### src/rtl/mdrp_pkg.sv
// Shared constants and types for the MDRP responder: opcodes, data width and lock FSM states.
package mdrp_pkg;

    localparam int unsigned MDRP_DW = 8;

    localparam logic [1:0] MDRP_OP_NOP     = 2'b00;
    localparam logic [1:0] MDRP_OP_WRITE   = 2'b01;
    localparam logic [1:0] MDRP_OP_READ    = 2'b10;
    localparam logic [1:0] MDRP_OP_SETADDR = 2'b11;

    typedef enum logic [0:0] {
        ST_RELOCK,
        ST_LOCKED
    } lock_state_e;

    function automatic logic addr_in_range(input logic [MDRP_DW-1:0] addr,
                                           input int unsigned num_regs);
        return 32'(addr) < num_regs;
    endfunction

endpackage

### src/rtl/mdrp_lock_timer.sv
// Emulated PLL lock: lock stays low for LOCK_DELAY cycles after reset or restart, then rises.
module mdrp_lock_timer
    import mdrp_pkg::*;
#(
    parameter int unsigned LOCK_DELAY = 16
) (
    input  logic mdclk,
    input  logic reset,
    input  logic restart,
    output logic lock,
    output logic done
);

    localparam int unsigned CW = (LOCK_DELAY > 1) ? $clog2(LOCK_DELAY) : 1;
    localparam logic [CW-1:0] CNT_INIT = CW'(LOCK_DELAY - 1);

    lock_state_e   state_q, state_d;
    logic [CW-1:0] cnt_q, cnt_d;
    logic          lock_q, lock_d;
    logic          done_q, done_d;

    always_comb begin
        state_d = state_q;
        cnt_d   = cnt_q;
        if (restart) begin
            state_d = ST_RELOCK;
            cnt_d   = CNT_INIT;
        end else begin
            case (state_q)
                ST_RELOCK: begin
                    if (cnt_q == '0) begin
                        state_d = ST_LOCKED;
                    end else begin
                        cnt_d = cnt_q - 1'b1;
                    end
                end
                default: ;
            endcase
        end
        // Outputs follow the next state so they are registered alongside it.
        lock_d = (state_d == ST_LOCKED);
        done_d = (state_q == ST_RELOCK) && (state_d == ST_LOCKED);
    end

    always_ff @(posedge mdclk) begin
        if (reset) begin
            state_q <= ST_RELOCK;
            cnt_q   <= CNT_INIT;
            lock_q  <= 1'b0;
            done_q  <= 1'b0;
        end else begin
            state_q <= state_d;
            cnt_q   <= cnt_d;
            lock_q  <= lock_d;
            done_q  <= done_d;
        end
    end

    assign lock = lock_q;
    assign done = done_q;

endmodule

### src/rtl/mdrp_responder.sv
// PLL-side MDRP responder: config register file, address pointer, emulated lock and side read port.
// Optional sticky error output enabled by defining MDRP_RESPONDER_ERR_EN.
module mdrp_responder
    import mdrp_pkg::*;
#(
    parameter int unsigned NUM_REGS    = 32,
    parameter logic [7:0]  COMMIT_ADDR = 8'h1F,
    parameter int unsigned LOCK_DELAY  = 16
) (
    input  logic       mdclk,
    input  logic       reset,
    input  logic [1:0] mdopc,
    input  logic       mdainc,
    input  logic [7:0] mdwdi,
    output logic [7:0] mdrdo,
    output logic       lock,
    output logic       cfg_changed,
`ifdef MDRP_RESPONDER_ERR_EN
    output logic       err,
`endif
    input  logic [7:0] cfg_addr,
    output logic [7:0] cfg_data
);

    localparam int unsigned IW = (NUM_REGS > 1) ? $clog2(NUM_REGS) : 1;

    logic [MDRP_DW-1:0] regs_q [NUM_REGS];
    logic [MDRP_DW-1:0] regs_d [NUM_REGS];
    logic [7:0]         ptr_q, ptr_d;
    logic [7:0]         mdrdo_q, mdrdo_d;
    logic [7:0]         cfg_data_q, cfg_data_d;
    logic               cfg_changed_q, cfg_changed_d;
    logic               ptr_in_range;
    logic               commit;
    logic               unused_lock_done;

    function automatic logic [7:0] read_reg(input logic [7:0] addr);
        if (addr_in_range(addr, NUM_REGS)) begin
            return regs_q[addr[IW-1:0]];
        end
        return '0;
    endfunction

    always_comb begin
        regs_d       = regs_q;
        ptr_d        = ptr_q;
        mdrdo_d      = mdrdo_q;
        ptr_in_range = addr_in_range(ptr_q, NUM_REGS);
        case (mdopc)
            MDRP_OP_WRITE: begin
                if (ptr_in_range) begin
                    regs_d[ptr_q[IW-1:0]] = mdwdi;
                end
                if (mdainc) begin
                    ptr_d = ptr_q + 8'd1;
                end
            end
            MDRP_OP_READ: begin
                mdrdo_d = read_reg(ptr_q);
                if (mdainc) begin
                    ptr_d = ptr_q + 8'd1;
                end
            end
            MDRP_OP_SETADDR: ptr_d = mdwdi;
            default: ;
        endcase
        // An out-of-range COMMIT_ADDR can never be in range, so commits never fire.
        commit = (mdopc == MDRP_OP_WRITE) && ptr_in_range && (ptr_q == COMMIT_ADDR) && mdwdi[0];
        cfg_changed_d = commit;
        cfg_data_d    = read_reg(cfg_addr);
    end

    always_ff @(posedge mdclk) begin
        if (reset) begin
            for (int i = 0; i < NUM_REGS; i++) begin
                regs_q[i] <= '0;
            end
            ptr_q         <= '0;
            mdrdo_q       <= '0;
            cfg_data_q    <= '0;
            cfg_changed_q <= 1'b0;
        end else begin
            regs_q        <= regs_d;
            ptr_q         <= ptr_d;
            mdrdo_q       <= mdrdo_d;
            cfg_data_q    <= cfg_data_d;
            cfg_changed_q <= cfg_changed_d;
        end
    end

    mdrp_lock_timer #(
        .LOCK_DELAY(LOCK_DELAY)
    ) u_lock_timer (
        .mdclk  (mdclk),
        .reset  (reset),
        .restart(commit),
        .lock   (lock),
        .done   (unused_lock_done)
    );

`ifdef MDRP_RESPONDER_ERR_EN
    logic err_q, err_d;

    always_comb begin
        err_d = err_q;
        if (((mdopc == MDRP_OP_WRITE) || (mdopc == MDRP_OP_READ)) &&
            !addr_in_range(ptr_q, NUM_REGS)) begin
            err_d = 1'b1;
        end
        if ((mdopc == MDRP_OP_SETADDR) && !lock) begin
            err_d = 1'b1;
        end
    end

    always_ff @(posedge mdclk) begin
        if (reset) begin
            err_q <= 1'b0;
        end else begin
            err_q <= err_d;
        end
    end

    assign err = err_q;
`endif

    assign mdrdo       = mdrdo_q;
    assign cfg_data    = cfg_data_q;
    assign cfg_changed = cfg_changed_q;

endmodule

### config.mk
export PLATFORM = sky130hd
export DESIGN_NAME = mdrp_responder
export DESIGN_NICKNAME = d
export VERILOG_FILES = /design/src/rtl/mdrp_pkg.sv /design/src/rtl/mdrp_lock_timer.sv /design/src/rtl/mdrp_responder.sv
export SDC_FILE = /design/constraint.sdc
export NUM_CORES = 1
export LEC_CHECK = 0
export CORE_MARGIN = 3
export CORE_UTILIZATION = 56
export DETAILED_ROUTE_END_ITERATION = 6
export PLACE_DENSITY = 0.76
export SLEW_MARGIN = 10
export SYNTH_ARGS = -nofsm -noshare
export SYNTH_HDL_FRONTEND = slang
export SYNTH_SLANG_ARGS = --single-unit
export TNS_END_PERCENT = 1
### constraint.sdc
create_clock -name mdclk -period 1.9 [get_ports mdclk]
set_input_delay 0.38 -clock mdclk [delete_from_list [all_inputs] [get_ports mdclk]]
set_output_delay 0.38 -clock mdclk [all_outputs]
set_load 0.02 [all_outputs]
==> results.toml <==
[final_layout]
antennaDiodeCount = 0
multiInputGateArea_um2 = 8720
area_growth_syn_to_layout_pct = 22.0
layout-drive-gt1-share = 0.226
layout_common_cells = "dfxtp_1, nand2_1, a21oi_1"
fin_area_um2 = 18400
nNetsFinal = 1790
layout.cells.most_common = "dfxtp_1"
seq_area_um2 = 5730
num-fill-cells = 1935

[setup_path]
path_delay_family = "simple AND/OR/NAND/NOR gates"
cp-start-kind = "flop"
crit_chain = "buf_12, buf_16, mux2i_2, o22ai_1, nor4_1, nand2_1, a22o_1"
cp.arrival_ps = 2580
path_class = "flop to flop"
required_ps = 2380
cp_max_fo = 14
critPathBufInv = 2
crit_path_top_delay_cell = "dfxtp_4"
setup.worst_path.end_class = "flop"
slowest_delay_ps = 380

[timing]
fin_crit_sh = 1.11
period_needed_ps = 2100
fmax_mhz = 475
slew_viol_final = 0
hold_violations = 0
slew_headroom = 0.505
clock_skew_ps = 48.5
worst_pin_slew_ps = 739
setup_viol = 8
postLayoutSetupSlackWorst_ps = -203
rsz0062_at_grt = "yes"
finalHoldWorstSlack_ps = 309
tns_ps = -848

[routing]
vias = 14300
vias_per_cell = 6.75
first_pass_iters = 6
wl_per_cell_um = 24.7
postRouteWirelength_um = 52100
drcViolationCount = 0
ant_nets = 0
dr.first_iter.drc_count = 2120

[synthesis]
synth_top_cell_by_area = "dfxtp_1"
synth_area_leaders = "dfxtp_1, mux2i_1, mux4_2, a21oi_1, nand3_1"
synth_nets = 1695
async_flop_share = 0
synthCells = 1666
synth-seq-cells = 286
netlist_area_um2 = 15000
yosysWarnings = 0
synth_edf_count = 0
ys_seq_area_frac = 0.381
synth_cell_type_count = 51
synth.avg_cell_area_um2 = 9.03
ys.flop_type = "dfxtp_1"
netlist.area_leader.share = 0.381

[cts]
cts_inserted_buffers = 29
cts_root_buf = "clkbuf_16"
path_clk_slew_ps = 60
cts_tree = "done"
hold_buffers = 0
clockBufferDepth = 3
cts.sinks = 286
cts_max_level = 1
clk_latency_ps = 590

[worst_hold_path]
worstHoldPathType = "primary input to flop"

[power]
p_int_mw = 10.4
ir_worst_vdd_mv = 0.774
pwr-share-clk = 0.438
total_power_mw = 13.8
swShare = 0.251
powerDensity_nw_per_um2 = 754
p_seq_frac = 0.440
p_leak_nw = 6.64
combPwrFrac = 0.122
switching_power_mw = 3.48

[placement]
placed_area_um2 = 16700
io_buffers = 38
gp_congestion = 1.03
hpwl_um = 35100

[status]
outcome = "finished, violations left"
violations = "negative setup slack"

[global_routing]
grt_pass1_vias = 13300
track_usage = 0.347
grt-ovfl-total = 0
grt_max_degree = 95
grt_pass1_wl_um = 78500
grt_antenna_before_repair = 0

[floorplan]
dieArea_um2 = 28900
start_util = 0.574
fp-row-count = 59
coreArea_um2 = 26200
die_h_um = 170
ios = 39
die_width_um = 170

[job]
maxCapViolCount = 0
worst reg2reg max path, cell delays in order, from the launching register on:
cell and delay (ps):
dfxtp_4 380, buf_12 170, buf_16 180, mux2i_2 310, o22ai_1 190, nor4_1 380, nand2_1 200, a22o_1 220
stage by stage:
step	worst slack, ps	util	cells
6_report	-203	0.700	2115
5_1_grt	-180	0.700	2115
4_1_cts	-132	0.682	2099
3_5_place_dp	-491	0.639	2048
3_3_place_gp	-443	0.639	2048
2_1_floorplan	-34.6	-	1666
flip-flops by register name, summed over array words and instances (netlist names):
name / count
cfg_changed: 1
cfg_data: 8
mdrdo: 8
ptr_q: 8
regs_q: 256
u_lock_timer.cnt_q: 4
u_lock_timer.state_q: 1
power by group through the flow:
stage	logic (mW)	clock network (mW)	registers (mW)
floorplan	0.914	0	6.20
global placement	1.43	0	6.22
detailed placement	1.45	0	6.22
CTS	1.48	6.07	6.09
global route	1.75	6.32	6.08
finish	1.69	6.07	6.09
cells by family (layout without fill, tap and decap cells):
group                    after synthesis  count (layout)  share of synthesized area
buffers and inverters                179             293                     0.0652
XOR/XNOR                               2               2                    0.00116
adder cells (fa/ha/maj)                8               8                    0.00665
AO/OA/AOI/OAI                        314             314                      0.115
AND/OR/NAND/NOR                      593             593                      0.189
flip-flops                           286             286                      0.381
multiplexers                         284             284                      0.242
layer usage:
| layer | GRT usage | share of wire |
|---|---|---|
| met3 | 0.0722 | 0.12 |
| met1 | 0.461 | 0.38 |
| met2 | 0.546 | 0.45 |
| met5 | 0 | 0 |
| met4 | 0.164 | 0.053 |
Yosys cell counts (5+ instances only):
| cell type | count |
|---|---|
| nor2_1 | 68 |
| buf_6 | 20 |
| dfxtp_1 | 286 |
| or2_1 | 8 |
| buf_4 | 20 |
| o22ai_1 | 81 |
| a21oi_1 | 210 |
| a22o_1 | 8 |
| nand4bb_1 | 5 |
| clkbuf_1 | 69 |
| nand3_1 | 205 |
| inv_1 | 9 |
| o21ai_0 | 6 |
| nand2_1 | 246 |
| nor4_1 | 18 |
| nor3_1 | 5 |
| ha_1 | 8 |
| mux4_2 | 64 |
| mux2i_1 | 219 |
| buf_2 | 54 |
worst paths after layout:
kind	start	endpoint	slack (ps)	depth (start not counted)
setup reg to reg	ptr_q[1]$_SDFFE_PP0P_	mdrdo[3]$_SDFFE_PP0N_	-200	7
hold / removal	reset	regs_q[199]$_SDFFE_PP0P_	310	3
setup / recovery	ptr_q[1]$_SDFFE_PP0P_	mdrdo[3]$_SDFFE_PP0N_	-200	7
hold reg to reg	regs_q[124]$_SDFFE_PP0P_	regs_q[124]$_SDFFE_PP0P_	470	2
area by class of cell:
cell class,count,area share
Multi-Input combinational cell,1201,0.475
Sequential cell,286,0.312
Timing Repair Buffer,234,0.135
Clock buffer,37,0.0428
Tap cell,335,0.0228
Clock inverter,13,0.0107
Inverter,9,0.00184
timing repair:
| item | CTS | global route |
|---|---|---|
| cloned | 1 | 1 |
| pin swaps | 2 | 6 |
| resized for setup | 35 | 67 |
| endpoints found under the setup margin | 110 | 176 |
| setup buffers | 0 | 15 |
No activity file was read; power rests on OpenSTA's default activity.
